## config.mk

```make
export PLATFORM = sky130hd
export DESIGN_NAME = dl11_fifo_regs_flat
export DESIGN_NICKNAME = d
export VERILOG_FILES = /design/src/rtl/dl11_fifo_regs_if.sv /design/src/rtl/dl11_fifo_regs.sv /design/src/flat_wrapper.sv
export SDC_FILE = /design/constraint.sdc
export NUM_CORES = 1
export LEC_CHECK = 0
export CELL_PAD_IN_SITES_DETAIL_PLACEMENT = 1
export CELL_PAD_IN_SITES_GLOBAL_PLACEMENT = 1
export CORE_ASPECT_RATIO = 0.5
export CORE_MARGIN = 10
export CORE_UTILIZATION = 40
export CTS_BUF_LIST = sky130_fd_sc_hd__clkbuf_4
export CTS_CLUSTER_DIAMETER = 40
export DETAILED_ROUTE_END_ITERATION = 8
export PLACE_DENSITY = 0.64
export REMOVE_ABC_BUFFERS = 1
export SLEW_MARGIN = 10
export SYNTH_ARGS = -nofsm -noshare
export SYNTH_HDL_FRONTEND = slang
export SYNTH_SLANG_ARGS = --single-unit
```

## constraint.sdc

```tcl
create_clock -name clk -period 5.4 [get_ports clk]
set_input_delay 1.08 -clock clk [delete_from_list [all_inputs] [get_ports clk]]
set_output_delay 1.08 -clock clk [all_outputs]
set_load 0.01 [all_outputs]
```

## src/rtl/dl11_fifo_regs_if.sv

```systemverilog
// DL11 register block bus bundle: iopage access, interrupt handshake, UART byte strobes.
// Latency: none (wires only).
// Backpressure: tx uses valid/ready; rx is a one-cycle strobe with no stall.
// Ports: master = CPU/UART side, slave = dl11_fifo_regs.
interface dl11_fifo_regs_if;
  logic [12:0] iopage_addr;
  logic [15:0] data_in;
  logic [15:0] data_out;
  logic        decode;
  logic        iopage_rd;
  logic        iopage_wr;
  logic        iopage_byte_op;
  logic        interrupt;
  logic        interrupt_ack;
  logic [7:0]  vector;
  logic [7:0]  tx_data;
  logic        tx_valid;
  logic        tx_ready;
  logic [7:0]  rx_data;
  logic        rx_valid;
  logic        rx_ferr;

  modport master (
    output iopage_addr, data_in, iopage_rd, iopage_wr, iopage_byte_op,
    output interrupt_ack, tx_ready, rx_data, rx_valid, rx_ferr,
    input  data_out, decode, interrupt, vector, tx_data, tx_valid
  );

  modport slave (
    input  iopage_addr, data_in, iopage_rd, iopage_wr, iopage_byte_op,
    input  interrupt_ack, tx_ready, rx_data, rx_valid, rx_ferr,
    output data_out, decode, interrupt, vector, tx_data, tx_valid
  );
endinterface

```

## src/rtl/dl11_fifo_regs.sv

```systemverilog
// DL11 console registers (RCSR/RBUF/XCSR/XBUF) with rx/tx byte FIFOs, overrun, loopback, two-source interrupts.
// Latency: register reads combinational; FIFO push/pop and interrupt request one clock after the causing edge.
// Backpressure: tx_valid held until tx_ready; rx bytes arriving to a full FIFO are dropped and flagged as overrun.
// Ports: clk, reset (sync, active high), bus (dl11_fifo_regs_if.slave) carrying iopage, interrupt and UART signals.

// Generic FIFO: show-ahead head, count AW+1 bits wide, pointers wrap modulo depth.
// Latency: write visible at head one clock after push.
// Backpressure: a push while full is accepted only together with a pop.
module dl11_fifo_regs_fifo #(
  parameter int W  = 8,
  parameter int AW = 2
) (
  input  logic          clk,
  input  logic          reset,
  input  logic          wr_vld,
  input  logic [W-1:0]  wr_dat,
  input  logic          rd_rdy,
  output logic [W-1:0]  rd_dat,
  output logic          full,
  output logic          empty,
  output logic [AW:0]   count
);
  localparam int DEPTH = 1 << AW;

  logic [W-1:0]  mem [DEPTH];
  logic [AW-1:0] wr_ptr;
  logic [AW-1:0] rd_ptr;
  logic          do_rd;
  logic          do_wr;

  // count never exceeds DEPTH, so its top bit alone marks full
  assign full   = count[AW];
  assign empty  = (count == '0);
  assign do_rd  = rd_rdy & ~empty;
  assign do_wr  = wr_vld & (~full | do_rd);
  assign rd_dat = mem[rd_ptr];

  always_ff @(posedge clk) begin
    if (reset) begin
      wr_ptr <= '0;
      rd_ptr <= '0;
      count  <= '0;
    end else begin
      if (do_wr) wr_ptr <= wr_ptr + 1'b1;
      if (do_rd) rd_ptr <= rd_ptr + 1'b1;
      case ({do_wr, do_rd})
        2'b10:   count <= count + 1'b1;
        2'b01:   count <= count - 1'b1;
        default: count <= count;
      endcase
    end
  end

  // Storage is not reset: flushing the pointers is enough to discard it
  always_ff @(posedge clk) begin
    if (do_wr) mem[wr_ptr] <= wr_dat;
  end
endmodule

module dl11_fifo_regs #(
  parameter logic [12:0] BASE_ADDR = 13'o17560,
  parameter logic [7:0]  VECTOR    = 8'o60,
  parameter int          RX_AW     = 4,
  parameter int          TX_AW     = 2
) (
  input  logic             clk,
  input  logic             reset,
  dl11_fifo_regs_if.slave  bus
);
  localparam logic [1:0] REG_RCSR  = 2'd0;
  localparam logic [1:0] REG_RBUF  = 2'd1;
  localparam logic [1:0] REG_XCSR  = 2'd2;
  localparam logic [1:0] REG_XBUF  = 2'd3;
  localparam logic [7:0] TX_VECTOR = VECTOR + 8'd4;

  // Address decode and access edges
  logic [12:0] addr_off;
  logic        dec;
  logic [1:0]  reg_sel;
  logic        hi_byte;
  logic        rd_q;
  logic        wr_q;
  logic        rd_edge;
  logic        wr_lo;

  assign addr_off   = bus.iopage_addr - BASE_ADDR;
  assign dec        = (bus.iopage_addr >= BASE_ADDR) && (addr_off < 13'd8);
  assign bus.decode = dec;
  assign reg_sel    = addr_off[2:1];
  assign hi_byte    = bus.iopage_addr[0] & bus.iopage_byte_op;
  assign rd_edge    = bus.iopage_rd & dec & ~rd_q;
  // High bytes are read-only, so an odd byte write has no effect at all
  assign wr_lo      = bus.iopage_wr & dec & ~wr_q & ~hi_byte;

  logic [7:0] unused_data_hi;
  assign unused_data_hi = bus.data_in[15:8];

  // Control state
  logic       rie;
  logic       tie;
  logic       maint;
  logic       ovr;
  logic [7:0] xbuf_shadow;

  // Receive FIFO: entry = {FE, byte}
  logic [8:0]     rx_push_dat;
  logic [8:0]     rx_head;
  logic           rx_push;
  logic           rx_pop;
  logic           rx_full;
  logic           rx_empty;
  logic [RX_AW:0] rx_count;

  // Transmit FIFO
  logic [7:0]     tx_head;
  logic           tx_push;
  logic           tx_pop;
  logic           tx_full;
  logic           tx_empty;
  logic [TX_AW:0] tx_cnt_unused;

  logic rx_done;
  logic rdy;
  logic rbuf_rd;
  logic xbuf_wr;
  logic lb_pop;
  logic overrun;
  logic err;

  assign rx_done = ~rx_empty;
  assign rdy     = ~tx_full;
  assign rbuf_rd = rd_edge & (reg_sel == REG_RBUF);
  assign rx_pop  = rbuf_rd & rx_done;
  assign xbuf_wr = wr_lo & (reg_sel == REG_XBUF);

  // A live rx strobe owns the rx push port; a loopback byte stays in the
  // tx FIFO until the next free cycle.
  assign lb_pop      = maint & ~tx_empty & ~bus.rx_valid;
  assign tx_pop      = maint ? lb_pop : (bus.tx_valid & bus.tx_ready);
  assign tx_push     = xbuf_wr & ~tx_full;
  assign rx_push     = bus.rx_valid | lb_pop;
  assign rx_push_dat = bus.rx_valid ? {bus.rx_ferr, bus.rx_data} : {1'b0, tx_head};
  // Full with a same-cycle pop is not an overrun: the FIFO takes both
  assign overrun     = rx_push & rx_full & ~rx_pop;
  assign err         = ovr | (rx_done & rx_head[8]);

  assign bus.tx_valid = ~tx_empty & ~maint;
  assign bus.tx_data  = bus.tx_valid ? tx_head : 8'h00;

  dl11_fifo_regs_fifo #(.W(9), .AW(RX_AW)) u_rx_fifo (
    .clk    (clk),
    .reset  (reset),
    .wr_vld (rx_push),
    .wr_dat (rx_push_dat),
    .rd_rdy (rx_pop),
    .rd_dat (rx_head),
    .full   (rx_full),
    .empty  (rx_empty),
    .count  (rx_count)
  );

  dl11_fifo_regs_fifo #(.W(8), .AW(TX_AW)) u_tx_fifo (
    .clk    (clk),
    .reset  (reset),
    .wr_vld (tx_push),
    .wr_dat (bus.data_in[7:0]),
    .rd_rdy (tx_pop),
    .rd_dat (tx_head),
    .full   (tx_full),
    .empty  (tx_empty),
    .count  (tx_cnt_unused)
  );

  // RCSR count field saturates at 31 for deep receive FIFOs
  logic [31:0] rx_count_w;
  logic [4:0]  rx_cnt5;
  assign rx_count_w = 32'(rx_count);
  assign rx_cnt5    = (rx_count_w > 32'd31) ? 5'd31 : rx_count_w[4:0];

  // Read mux
  always_comb begin
    bus.data_out = 16'h0000;
    if (bus.iopage_rd && dec) begin
      case (reg_sel)
        REG_RCSR: bus.data_out = {err, 2'b00, rx_cnt5, rx_done, rie, 6'b000000};
        REG_RBUF: bus.data_out = rx_done ? {err, ovr, 5'b00000, rx_head}
                                         : {ovr, 15'h0000};
        REG_XCSR: bus.data_out = {8'h00, rdy, tie, 3'b000, maint, 2'b00};
        default:  bus.data_out = {8'h00, xbuf_shadow};
      endcase
    end
  end

  // Register writes, overrun flag, strobe history
  always_ff @(posedge clk) begin
    if (reset) begin
      rie         <= 1'b0;
      tie         <= 1'b0;
      maint       <= 1'b0;
      ovr         <= 1'b0;
      xbuf_shadow <= 8'h00;
      rd_q        <= 1'b0;
      wr_q        <= 1'b0;
    end else begin
      rd_q <= bus.iopage_rd;
      wr_q <= bus.iopage_wr;
      if (wr_lo && reg_sel == REG_RCSR) rie <= bus.data_in[6];
      if (wr_lo && reg_sel == REG_XCSR) begin
        tie   <= bus.data_in[6];
        maint <= bus.data_in[2];
      end
      if (xbuf_wr) xbuf_shadow <= bus.data_in[7:0];
      if (overrun)      ovr <= 1'b1;
      else if (rbuf_rd) ovr <= 1'b0;
    end
  end

  // Interrupt requests: set on the rising edge of each source condition,
  // cleared when the condition drops or the presented source is acknowledged.
  logic rx_cond;
  logic tx_cond;
  logic rx_cond_q;
  logic tx_cond_q;
  logic rx_req;
  logic tx_req;
  logic rx_req_n;
  logic tx_req_n;

  assign rx_cond = rx_done & rie;
  assign tx_cond = rdy & tie;

  always_comb begin
    rx_req_n = rx_req;
    tx_req_n = tx_req;
    if (rx_cond && !rx_cond_q) rx_req_n = 1'b1;
    if (tx_cond && !tx_cond_q) tx_req_n = 1'b1;
    // Clears are applied last so they win over a same-cycle set
    if (!rx_cond || (bus.interrupt_ack && rx_req)) rx_req_n = 1'b0;
    if (!tx_cond || (bus.interrupt_ack && !rx_req && tx_req)) tx_req_n = 1'b0;
  end

  always_ff @(posedge clk) begin
    if (reset) begin
      rx_cond_q     <= 1'b0;
      tx_cond_q     <= 1'b0;
      rx_req        <= 1'b0;
      tx_req        <= 1'b0;
      bus.interrupt <= 1'b0;
    end else begin
      rx_cond_q     <= rx_cond;
      tx_cond_q     <= tx_cond;
      rx_req        <= rx_req_n;
      tx_req        <= tx_req_n;
      bus.interrupt <= rx_req_n | tx_req_n;
    end
  end

  // Receive source has priority on the vector
  assign bus.vector = rx_req ? VECTOR : (tx_req ? TX_VECTOR : 8'h00);
endmodule

```

## src/flat_wrapper.sv

```systemverilog
// flat-port wrapper written by rule: the top's interface ports become plain ports
module dl11_fifo_regs_flat 
#(
  parameter logic [12:0] BASE_ADDR = 13'o17560,
  parameter logic [7:0]  VECTOR    = 8'o60,
  parameter int          RX_AW     = 4,
  parameter int          TX_AW     = 2
)
  (clk, reset, bus_iopage_addr, bus_data_in, bus_iopage_rd, bus_iopage_wr, bus_iopage_byte_op, bus_interrupt_ack, bus_tx_ready, bus_rx_data, bus_rx_valid, bus_rx_ferr, bus_data_out, bus_decode, bus_interrupt, bus_vector, bus_tx_data, bus_tx_valid);
  dl11_fifo_regs_if bus_i ();
  input  logic clk;
  input  logic reset;
  input wire logic [$bits(bus_i.iopage_addr)-1:0] bus_iopage_addr;
  input wire logic [$bits(bus_i.data_in)-1:0] bus_data_in;
  input wire logic [$bits(bus_i.iopage_rd)-1:0] bus_iopage_rd;
  input wire logic [$bits(bus_i.iopage_wr)-1:0] bus_iopage_wr;
  input wire logic [$bits(bus_i.iopage_byte_op)-1:0] bus_iopage_byte_op;
  input wire logic [$bits(bus_i.interrupt_ack)-1:0] bus_interrupt_ack;
  input wire logic [$bits(bus_i.tx_ready)-1:0] bus_tx_ready;
  input wire logic [$bits(bus_i.rx_data)-1:0] bus_rx_data;
  input wire logic [$bits(bus_i.rx_valid)-1:0] bus_rx_valid;
  input wire logic [$bits(bus_i.rx_ferr)-1:0] bus_rx_ferr;
  output wire logic [$bits(bus_i.data_out)-1:0] bus_data_out;
  output wire logic [$bits(bus_i.decode)-1:0] bus_decode;
  output wire logic [$bits(bus_i.interrupt)-1:0] bus_interrupt;
  output wire logic [$bits(bus_i.vector)-1:0] bus_vector;
  output wire logic [$bits(bus_i.tx_data)-1:0] bus_tx_data;
  output wire logic [$bits(bus_i.tx_valid)-1:0] bus_tx_valid;
  assign bus_i.iopage_addr = bus_iopage_addr;
  assign bus_i.data_in = bus_data_in;
  assign bus_i.iopage_rd = bus_iopage_rd;
  assign bus_i.iopage_wr = bus_iopage_wr;
  assign bus_i.iopage_byte_op = bus_iopage_byte_op;
  assign bus_i.interrupt_ack = bus_interrupt_ack;
  assign bus_i.tx_ready = bus_tx_ready;
  assign bus_i.rx_data = bus_rx_data;
  assign bus_i.rx_valid = bus_rx_valid;
  assign bus_i.rx_ferr = bus_rx_ferr;
  assign bus_data_out = bus_i.data_out;
  assign bus_decode = bus_i.decode;
  assign bus_interrupt = bus_i.interrupt;
  assign bus_vector = bus_i.vector;
  assign bus_tx_data = bus_i.tx_data;
  assign bus_tx_valid = bus_i.tx_valid;
  dl11_fifo_regs #(.BASE_ADDR(BASE_ADDR), .VECTOR(VECTOR), .RX_AW(RX_AW), .TX_AW(TX_AW)) u_core (.clk(clk), .reset(reset), .bus(bus_i));
endmodule
```

== Word-level counts from Yosys, hierarchy flattened ==
Memories as Yosys holds them, arrays and structs flattened. A register that Yosys moved wholly into a read port is not among the register bits.
Index checks and enable logic that the tools add are counted.
Storage, ports and cells
  flip-flop bits (word level): 39
  memories: 2
  RAM bits: 176
  output and inout bits: 35
Operators by class
  magnitude comparators: 3
  reductions and logical operators: 22
  add/subtract/negate cells: 9
  bitwise gates (word level): 38
  eq/ne operators: 7
  mux-type cells: 25
Memory list
  u_core.u_rx_fifo.mem: words 16, width 9, read ports 1, clocked after memory_dff 1, wr ports 1, line dl11_fifo_regs.sv:25  | logic [W-1:0] mem [DEPTH];
  u_core.u_tx_fifo.mem: words 4, width 8, read ports 1, clocked after memory_dff 1, wr ports 1, line dl11_fifo_regs.sv:25
Operators with widths (number)
  16-bit case mux with 3 select lines: 1
  16-bit 2-to-1 mux: 2
  1-bit bitwise AND: 23
  8-bit 2-to-1 mux: 2
  13-bit greater-or-equal comparator (second input constant): 1
  13-bit by 4-bit less-than comparator with 1-bit output (second input constant): 1
  13-bit subtractor (second input constant): 1
  1-bit 2-to-1 mux: 11
  1-bit NOT: 10
  5-bit case mux with 2 select lines: 1
  1-bit logical AND: 9
  9-bit 2-to-1 mux: 1
  4-bit by 1-bit adder with 4-bit output (second input constant): 2
  2-bit == test (second input constant): 4
  4-bit 2-to-1 mux: 2
  2-bit by 1-bit == test with 1-bit output (second input constant): 3
  6-bit 2-to-1 mux: 1
  3-bit case mux with 2 select lines: 1
  2-bit nonzero test: 3
  5-bit by 1-bit adder with 5-bit output (second input constant): 1
  5-bit greater-than comparator (second input constant): 1
  1-bit logical NOT: 5
  5-bit logical NOT: 1
  5-bit 2-to-1 mux: 1
  other kinds (9): 16

== Depth between registers and ports, before layout ==
Gate-level depths: netlist of the first run.
  depth in word-level cells: 12
  depth in mapped cells: 16
  depth with buffers taken out: 14

== Hierarchy ==
A second synthesis of the first run with hierarchy kept.
Second synthesis, totals
  cells, all modules: 587
  area, all modules: 9501.6 sq um
By module, submodules not included
  dl11_fifo_regs_fifo (u_core.u_rx_fifo): instances 1, area an instance 6481.2 sq um, cells an instance 319
  dl11_fifo_regs_fifo (u_core.u_tx_fifo): instances 1, area an instance 1624.1 sq um, cells an instance 97
  dl11_fifo_regs: instances 1, area an instance 1396.3 sq um, cells an instance 171

== Worst setup path before layout of the first run ==
No wires, ideal clock.
  kind: input-to-reg
  start: input bus_iopage_addr[4]
  end: register u_core.u_rx_fifo.count[4]
  path slack: 1.196 ns
  stages: 16
  path buffers: 2
  data arrival time: 4.085 ns
  cells stage by stage: ha_1 or2_4 nor3_2 a31oi_2 nor2_2 clkbuf_1 inv_1 ha_1 clkbuf_1 xor2_1 ha_1 a21oi_1 o22ai_1 a222oi_1 or4_1 nand2_1
On the way
  longest elaborated chain between the ends: 12
  elaborated cells between the ends (all ways): 15
Ends and longest elaborated chain
  start: declaration: line flat_wrapper.sv:13  | input wire logic [$bits(bus_i.iopage_addr)-1:0] bus_iopage_addr;
  13-bit subtractor: line dl11_fifo_regs.sv:86  | assign addr_off = bus.iopage_addr - BASE_ADDR;
  13-bit by 4-bit less-than comparator with 1-bit output: line dl11_fifo_regs.sv:87  | assign dec = (bus.iopage_addr >= BASE_ADDR) && (addr_off < 13'd8);
  1-bit logical AND (*): line dl11_fifo_regs.sv:87
  1-bit bitwise AND (*) (2 in a row): line dl11_fifo_regs.sv:91  | assign rd_edge = bus.iopage_rd & dec & ~rd_q;
  1-bit bitwise AND (*): line dl11_fifo_regs.sv:132  | assign rbuf_rd = rd_edge & (reg_sel == REG_RBUF);
  1-bit bitwise AND (*): line dl11_fifo_regs.sv:133  | assign rx_pop = rbuf_rd & rx_done;
  1-bit bitwise AND (*): line dl11_fifo_regs.sv:34  | assign do_rd = rd_rdy & ~empty;
  1-bit bitwise OR: line dl11_fifo_regs.sv:35  | assign do_wr = wr_vld & (~full | do_rd);
  1-bit bitwise AND: line dl11_fifo_regs.sv:35
  2-bit by 1-bit == test with 1-bit output or 2-bit == test (tied branches): line dl11_fifo_regs.sv:46  | case ({do_wr, do_rd})
  5-bit case mux with 2 select lines or 2-bit nonzero test (tied branches)
  end signal: assignment: line dl11_fifo_regs.sv:47  | 2'b10: count <= count + 1'b1;
  end signal: assignment: line dl11_fifo_regs.sv:48  | 2'b01: count <= count - 1'b1;
  end signal: assignment: line dl11_fifo_regs.sv:49  | default: count <= count;
  end: declaration: line dl11_fifo_regs.sv:21  | output logic [AW:0] count
Mark *: on every way between the ends. The rest lies on a longest branch, timed or not.
A chain may end at the register's enable or synchronous reset.

== Final worst setup path of the first run ==
  start: input bus_iopage_addr[5]
  end: output bus_data_out[6]
On the way
  longest elaborated chain between the ends: 5
  elaborated cells between the ends (all ways): 6
Ends and longest elaborated chain
  13-bit subtractor: line dl11_fifo_regs.sv:86
  13-bit by 4-bit less-than comparator with 1-bit output: line dl11_fifo_regs.sv:87
  1-bit logical AND (*): line dl11_fifo_regs.sv:87
  1-bit logical AND (*): line dl11_fifo_regs.sv:183  | if (bus.iopage_rd && dec) begin
  16-bit 2-to-1 mux (*): line dl11_fifo_regs.sv:183
  end: declaration: line flat_wrapper.sv:23  | output wire logic [$bits(bus_i.data_out)-1:0] bus_data_out;
Marks and branches as above.

==> impl_results.md, run 1 <==
* Final std cells w/o fill at 1045
* First-pass GRT wire length at 35700 um
* Starting density of the core at 40.9%
* Tot GR Track Use at 15.4%
* Root Driver: clkbuf_4
* CTS Hold Bufs at 0
* Critical path origin: bus_iopage_addr[5]
* Clock Sinks at 221
* Crit-path cells: clkdlybuf4s50_1 > ha_1 > or2_4 > nor3_2 > nand3_1 > a2111oi_0 > clkdlybuf4s50_1
* DR iter-0 viols at 338
* CP Launch Type: primary input
* Max_cap viols at 0
* Final Hold Slack at 0.417 ns
* Nets at 769
* Final Hold Fails at 0
* Die area at 30300 um^2
* CP endpoint: bus_data_out[6]
* Worst r2r src: u_core.u_tx_fifo.count[2]
* DR pass1 iterations at 4
* Worst hold path type: reg2reg
* Worst Path Max Fanout at 3
* Post-synthesis cell type count at 62
* Setup slack at placement at 0.502 ns
* Drt via density at 5.22
* Max Slew Vio Count at 0
* Critical Path RT at 4.32 ns
* DP Cell Count at 960
* H-tree depth at 2
* Final setup vio count at 0
* Final WL at 23300 um
* Worst skew pair latency at 0.70 ns
* Min cycle time layout at 4.88 ns
* Peak supply drop at 0.115 mV
* Cell Rows at 39
* Post-Route Skew at 0.0282 ns
* Static Leak at 0.00373 uW
* Placed wire-length estimate at 15700 um
* Via Count at 5456
* Core Area at 22900 um^2
* Mapped Cells at 606
* Crit-path most repeated cell: clkdlybuf4s50_1
* Post-CTS setup buffer count at 0
* # port buffers at 66
* Cts repair resizes at 0
* Share of post-route cells with drive strength above 1 at 21.6%
* Slew headroom at 29.2%
* Reg-to-reg endpoint: u_core.u_rx_fifo.count[4]
* Yosys reg bits at 221
* Pwr per Cell Area at 307 nW/um^2
* Remaining antenna violation count at 0
* Setup CP Type: in2out
* Final setup margin at 0.524 ns
* Clk pin slew, worst setup/hold paths at 0.06 ns
* Vias in the first global route at 5769
* Critical Path AT at 3.80 ns
* Die X at 237 um
* Reg2Reg Depth at 12
* Synth-to-layout area growth at 17.4%
* Worst path max stage delay at 0.67 ns
* CP max-delay cell: clkdlybuf4s50_1
* I/O Pins at 81
* DRC at 0
* Largest net degree at the start of global routing at 35
* GPL Wtd Cong at 0.770
* Worst reg-to-reg setup slack at 2.14 ns
* Synth Warn # at 0
* Fillcell total at 2309
* Status: complete, no violations
* Number of enable flip-flop cells after synthesis at 176
* CTS max path bufs at 3
* TritonCTS buffer count at 53
* Seq/Total Area, Yosys at 66.0%
* CTS tree: built
* Primary FF master, synth: edfxtp_1
* Syn Area/Cell at 15.5 um^2
* Setup TNS at 0 ns
* Final period utilization at 90.3%
* Async S/R FF share, synth at 0%
* Die height at 128 um
* DR WL/cell at 22.3 um
* Worst setup EP type: primary output
* Max frequency at 0.205 GHz
* Global route total overflow at 0
* Worst Tran Pin Value at 1.06 ns
* RSZ-0062 raised after global routing: false
* Mapped Area at 9380 um^2
* Initial antenna violation count at 1
[worst min path at each step]
stage	cells after the start	slack [ns]	start	to
5_1_grt	1	0.45	u_core.tx_cond_q	u_core.tx_req
2_1_floorplan	1	0.39	u_core.tx_cond_q	u_core.tx_req
6_report	1	0.42	u_core.tx_cond_q	u_core.tx_req
3_3_place_gp	1	0.41	u_core.tx_cond_q	u_core.tx_req
4_1_cts	1	0.42	u_core.tx_cond_q	u_core.tx_req
3_5_place_dp	1	0.42	u_core.tx_cond_q	u_core.tx_req
[report_power, final]
part	leakage (uW)	switching, uW	internal (uW)
Clock	0.000385	674	708
Combinational	0.00139	88.2	57.3
Sequential	0.00195	7.75	1850
Total	0.00373	770	2610
[state kept, by name, indices dropped and copies added, names as in the netlist, 2 cells and up, named ones only]
name / count
u_core.u_rx_fifo.count: 5
u_core.u_rx_fifo.mem: 144
u_core.u_rx_fifo.rd_ptr: 4
u_core.u_rx_fifo.wr_ptr: 4
u_core.u_tx_fifo.count: 3
u_core.u_tx_fifo.mem: 32
u_core.u_tx_fifo.rd_ptr: 2
u_core.u_tx_fifo.wr_ptr: 2
u_core.xbuf_shadow: 8
[layout make-up]
cell class | instances | area, um^2 | area share, %
clock buffer | 72 | 541 | 4.91
inverter | 18 | 67.6 | 0.614
clock inverter | 12 | 106 | 0.966
tap | 307 | 384 | 3.49
antenna | 1 | 2.50 | 0.0227
multi-input combinational | 336 | 2960 | 26.9
sequential | 221 | 6190 | 56.2
timing repair buffer | 78 | 763 | 6.93
[Yosys cell counts (9+ instances only)]
library cell	instances	share of area (%)
ha_1	14	1.9
nand2_1	13	0.52
a22oi_1	11	0.88
mux2_2	10	1.2
dfxtp_1	45	9.6
buf_4	11	0.88
nor2_1	48	1.9
clkbuf_1	14	0.56
inv_1	17	0.68
mux2i_1	20	2.1
edfxtp_1	176	56
nand3_1	20	1.1
and3_1	17	1.1
mux4_2	43	10
o21ai_0	9	0.48
a21oi_1	20	1.1
and2_1	17	1.1
[metal layers]
metal	vias up	track usage, %	wire, um
met2	108	23.4	10500
met5	-	0	0
li1	2551	-	-
met3	27	3.74	1090
met1	2770	21.1	11200
met4	0	5.21	418
[critical path: cells and delay by family]
kind	cells	cell delay, ns
compound gates	1	0.63
simple gates	3	0.65
buf+inv	2	1.19
fa+ha+maj	1	0.25
[cells in the final DEF, fill, tap and decap left out, types with 6 or more instances in the layout]
cell type / count
nor2b_1: 8
a21oi_1: 20
buf_4: 11
conb_1: 6
clkbuf_4: 72
clkinv_1: 6
ha_1: 14
dfxtp_1: 44
and3_1: 17
mux4_2: 43
nand2b_1: 6
mux2i_1: 20
mux2_2: 10
nand3_1: 20
clkdlybuf4s50_1: 66
nand2_1: 13
nor2_1: 48
o21ai_0: 9
xor2_1: 6
and2_1: 17
a22oi_1: 11
inv_1: 17
nor3_1: 7
edfxtp_1: 176
[metrics by stage]
stage / utilization, % / instance area, um^2 / total power [uW]
2_1_floorplan: - / 9210 / 1960
3_3_place_gp: 45.2 / 10400 / 2040
3_5_place_dp: 45.2 / 10400 / 2040
4_1_cts: 48.0 / 11000 / 3420
5_1_grt: 48.0 / 11000 / 3530
6_report: 48.0 / 11000 / 3390
[cell families after synthesis]
family / count (synthesis) / synth area share (%)
DFF: 221 / 66.0
AOI/OAI and AO/OA: 65 / 4.72
other: 1 / 0.0400
buffers and inverters: 54 / 2.68
muxes: 73 / 13.7
and+or+nand+nor: 167 / 9.93
adders and majority gates: 15 / 2.08
xor gates and xnor gates: 10 / 0.934
No activity file was read; power rests on OpenSTA's default activity.
==> inputs of run 2 (changes only) <==
Settings changed: CTS_BUF_LIST sky130_fd_sc_hd__clkbuf_4 to sky130_fd_sc_hd__clkbuf_8.
==> run 2 against run 1 <==
Against the previous run: global-route usage fell by 0.34 points; core utilization rose by 0.082 points; clock skew down 0.0020 ns; critical path type unchanged; highest routed layer unchanged.
==> impl_results.md, run 2 (same netlist as run 1, synthesis figures left out) <==
* Global route total overflow at 0 (unchanged)
* RSZ-0062 raised after global routing: false
* DP Cell Count at 960 (unchanged)
* Commonest non-fill, non-tap cell in the layout: edfxtp_1
* TritonCTS buffer count at 34 (-36%)
* Cell Rows at 39 (unchanged)
* Final Hold Fails at 0 (unchanged)
* Remaining antenna violation count at 0 (unchanged)
* Status: complete, no violations
* Worst Tran Pin Value at 1.10 ns (+0.0416 ns)
* I/O Pins at 81 (unchanged)
* Peak supply drop at 0.142 mV (+23%)
* Nets at 750 (-2.5%)
* Final Hold Slack at 0.417 ns (-0.000141 ns)
* Via Count at 5383 (-1.3%)
* CTS tree: built
* DR iter-0 viols at 416 (+23%)
* Post-Route Skew at 0.0262 ns (-0.00202 ns)
* Core Area at 22900 um^2 (unchanged)
* Final setup vio count at 0 (unchanged)
* Max_cap viols at 0 (unchanged)
* Largest net degree at the start of global routing at 35 (unchanged)
* Max frequency at 0.205 GHz (-0.21%)
* Final period utilization at 90.5% (+0.19 points)
* Pwr per Cell Area at 308 nW/um^2 (+0.19%)
* Post-CTS setup buffer count at 0 (unchanged)
* First-pass GRT wire length at 35200 um (-1.3%)
* Critical Path RT at 4.32 ns (about the same)
* Worst hold path type: reg2reg
* CTS Hold Bufs at 0 (unchanged)
* Largest register FFs at 144 (unchanged)
* Largest Register: u_core.u_rx_fifo.mem
* Most frequent cells in the layout: edfxtp_1, clkdlybuf4s50_1, nor2_1
* Fin util at 48.1% (+0.082 points)
* Initial antenna violation count at 0 (-1)
* Drt via density at 5.28 (+1.1%)
* Worst skew pair latency at 0.52 ns (-0.18 ns)
* Worst setup EP type: primary output
* Clk pin slew, worst setup/hold paths at 0.06 ns (about the same)
* Placed wire-length estimate at 15700 um (unchanged)
* Tot GR Track Use at 15.0% (-0.34 points)
* Die height at 128 um (unchanged)
* Final instance area at 11000 um^2 (+0.17%)
* Top flop regs: u_core.u_rx_fifo.mem: 144 flops, u_core.u_tx_fifo.mem: 32 flops, u_core.xbuf_shadow: 8 flops
* Setup CP Type: in2out
* CP Launch Type: primary input
* Synth-to-layout area growth at 17.6%
* Vias in the first global route at 5629 (-2.4%)
* Min cycle time layout at 4.89 ns (+0.0103 ns)
* Clock Sinks at 221 (unchanged)
* DR WL/cell at 22.6 um (+1.5%)
* Final std cells w/o fill at 1020 (-2.4%)
* DR pass1 iterations at 4 (unchanged)
* Antenna Cells at 0 (-1)
* DRC at 0 (unchanged)
* Fillcell total at 2261 (-2.1%)
* CTS max path bufs at 3 (unchanged)
* GPL Wtd Cong at 0.770 (unchanged)
* Cell area after placement at 10400 um^2 (unchanged)
* Root Driver: clkbuf_8
* Share of post-route cells with drive strength above 1 at 17.5% (-4.0 points)
* # port buffers at 66 (unchanged)
* Slew headroom at 26.4% (-2.8 points)
* Static Leak at 0.00372 uW (-0.14%)
* Cts repair resizes at 0 (unchanged)
* Setup TNS at 0 ns (unchanged)
* Max Slew Vio Count at 0 (unchanged)
* Worst Path Max Fanout at 3 (unchanged)
* Die X at 237 um (unchanged)
* Critical Path AT at 3.81 ns (about the same)
* H-tree depth at 2 (unchanged)
* Final WL at 23100 um (-0.89%)
* Die area at 30300 um^2 (unchanged)
* Starting density of the core at 40.9% (unchanged)
[run 2: cell count changes in the layout (fill, tap and decap cells not counted)]
cell and delta:
clkbuf_4 -72, clkbuf_8 +37, inv_1 +11, clkinv_1 -1, clkinv_4 -1, clkinv_8 +1, clkinvlp_4 +1, diode_2 -1
[run 2: stage by stage]
stage	worst slack [ns]	power, uW
floorplan	1.36	1960
CTS	0.456	3430
detailed placement	0.502	2040
global placement	0.546	2040
global route	0.394	3530
finish	0.514	3400
[run 2: final cells by class]
| type | instances | area [um^2] | share of cell area [%] |
|---|---|---|---|
| Multi-Input combinational cell | 336 | 2960 | 26.8 |
| Inverter | 18 | 67.6 | 0.613 |
| Timing Repair Buffer | 78 | 763 | 6.92 |
| Sequential cell | 221 | 6190 | 56.1 |
| Clock inverter | 23 | 159 | 1.44 |
| Clock buffer | 37 | 509 | 4.62 |
| Tap cell | 307 | 384 | 3.48 |
[run 2: final timing paths]
check,from,end,slack [ns],cells after the start
setup / recovery,bus_iopage_addr[5],bus_data_out[6],0.51,7
hold reg to reg,u_core.tx_cond_q,u_core.tx_req,0.42,1
hold / removal,u_core.tx_cond_q,u_core.tx_req,0.42,1
setup reg to reg,u_core.u_tx_fifo.count[2],u_core.u_rx_fifo.count[4],2.20,12
[run 2: report_power, final]
part | switching [uW] | internal (uW)
Combinational | 88.1 | 57.3
Clock | 661 | 732
Sequential | 7.91 | 1850
[run 2: critical path, cell delays in order]
cell and delay [ns]:
clkdlybuf4s50_1 0.52, ha_1 0.25, or2_4 0.26, nor3_2 0.21, nand3_1 0.18, a2111oi_0 0.63
clkdlybuf4s50_1 0.67
[run 2: per-layer routing]
| layer | share of wire, % | GRT usage (%) | vias up |
|---|---|---|---|
| li1 | - | - | 2493 |
| met1 | 48 | 21.3 | 2757 |
| met2 | 46 | 23.3 | 106 |
| met3 | 4.8 | 2.82 | 27 |
| met4 | 1.5 | 3.99 | 0 |
| met5 | 0 | 0 | - |
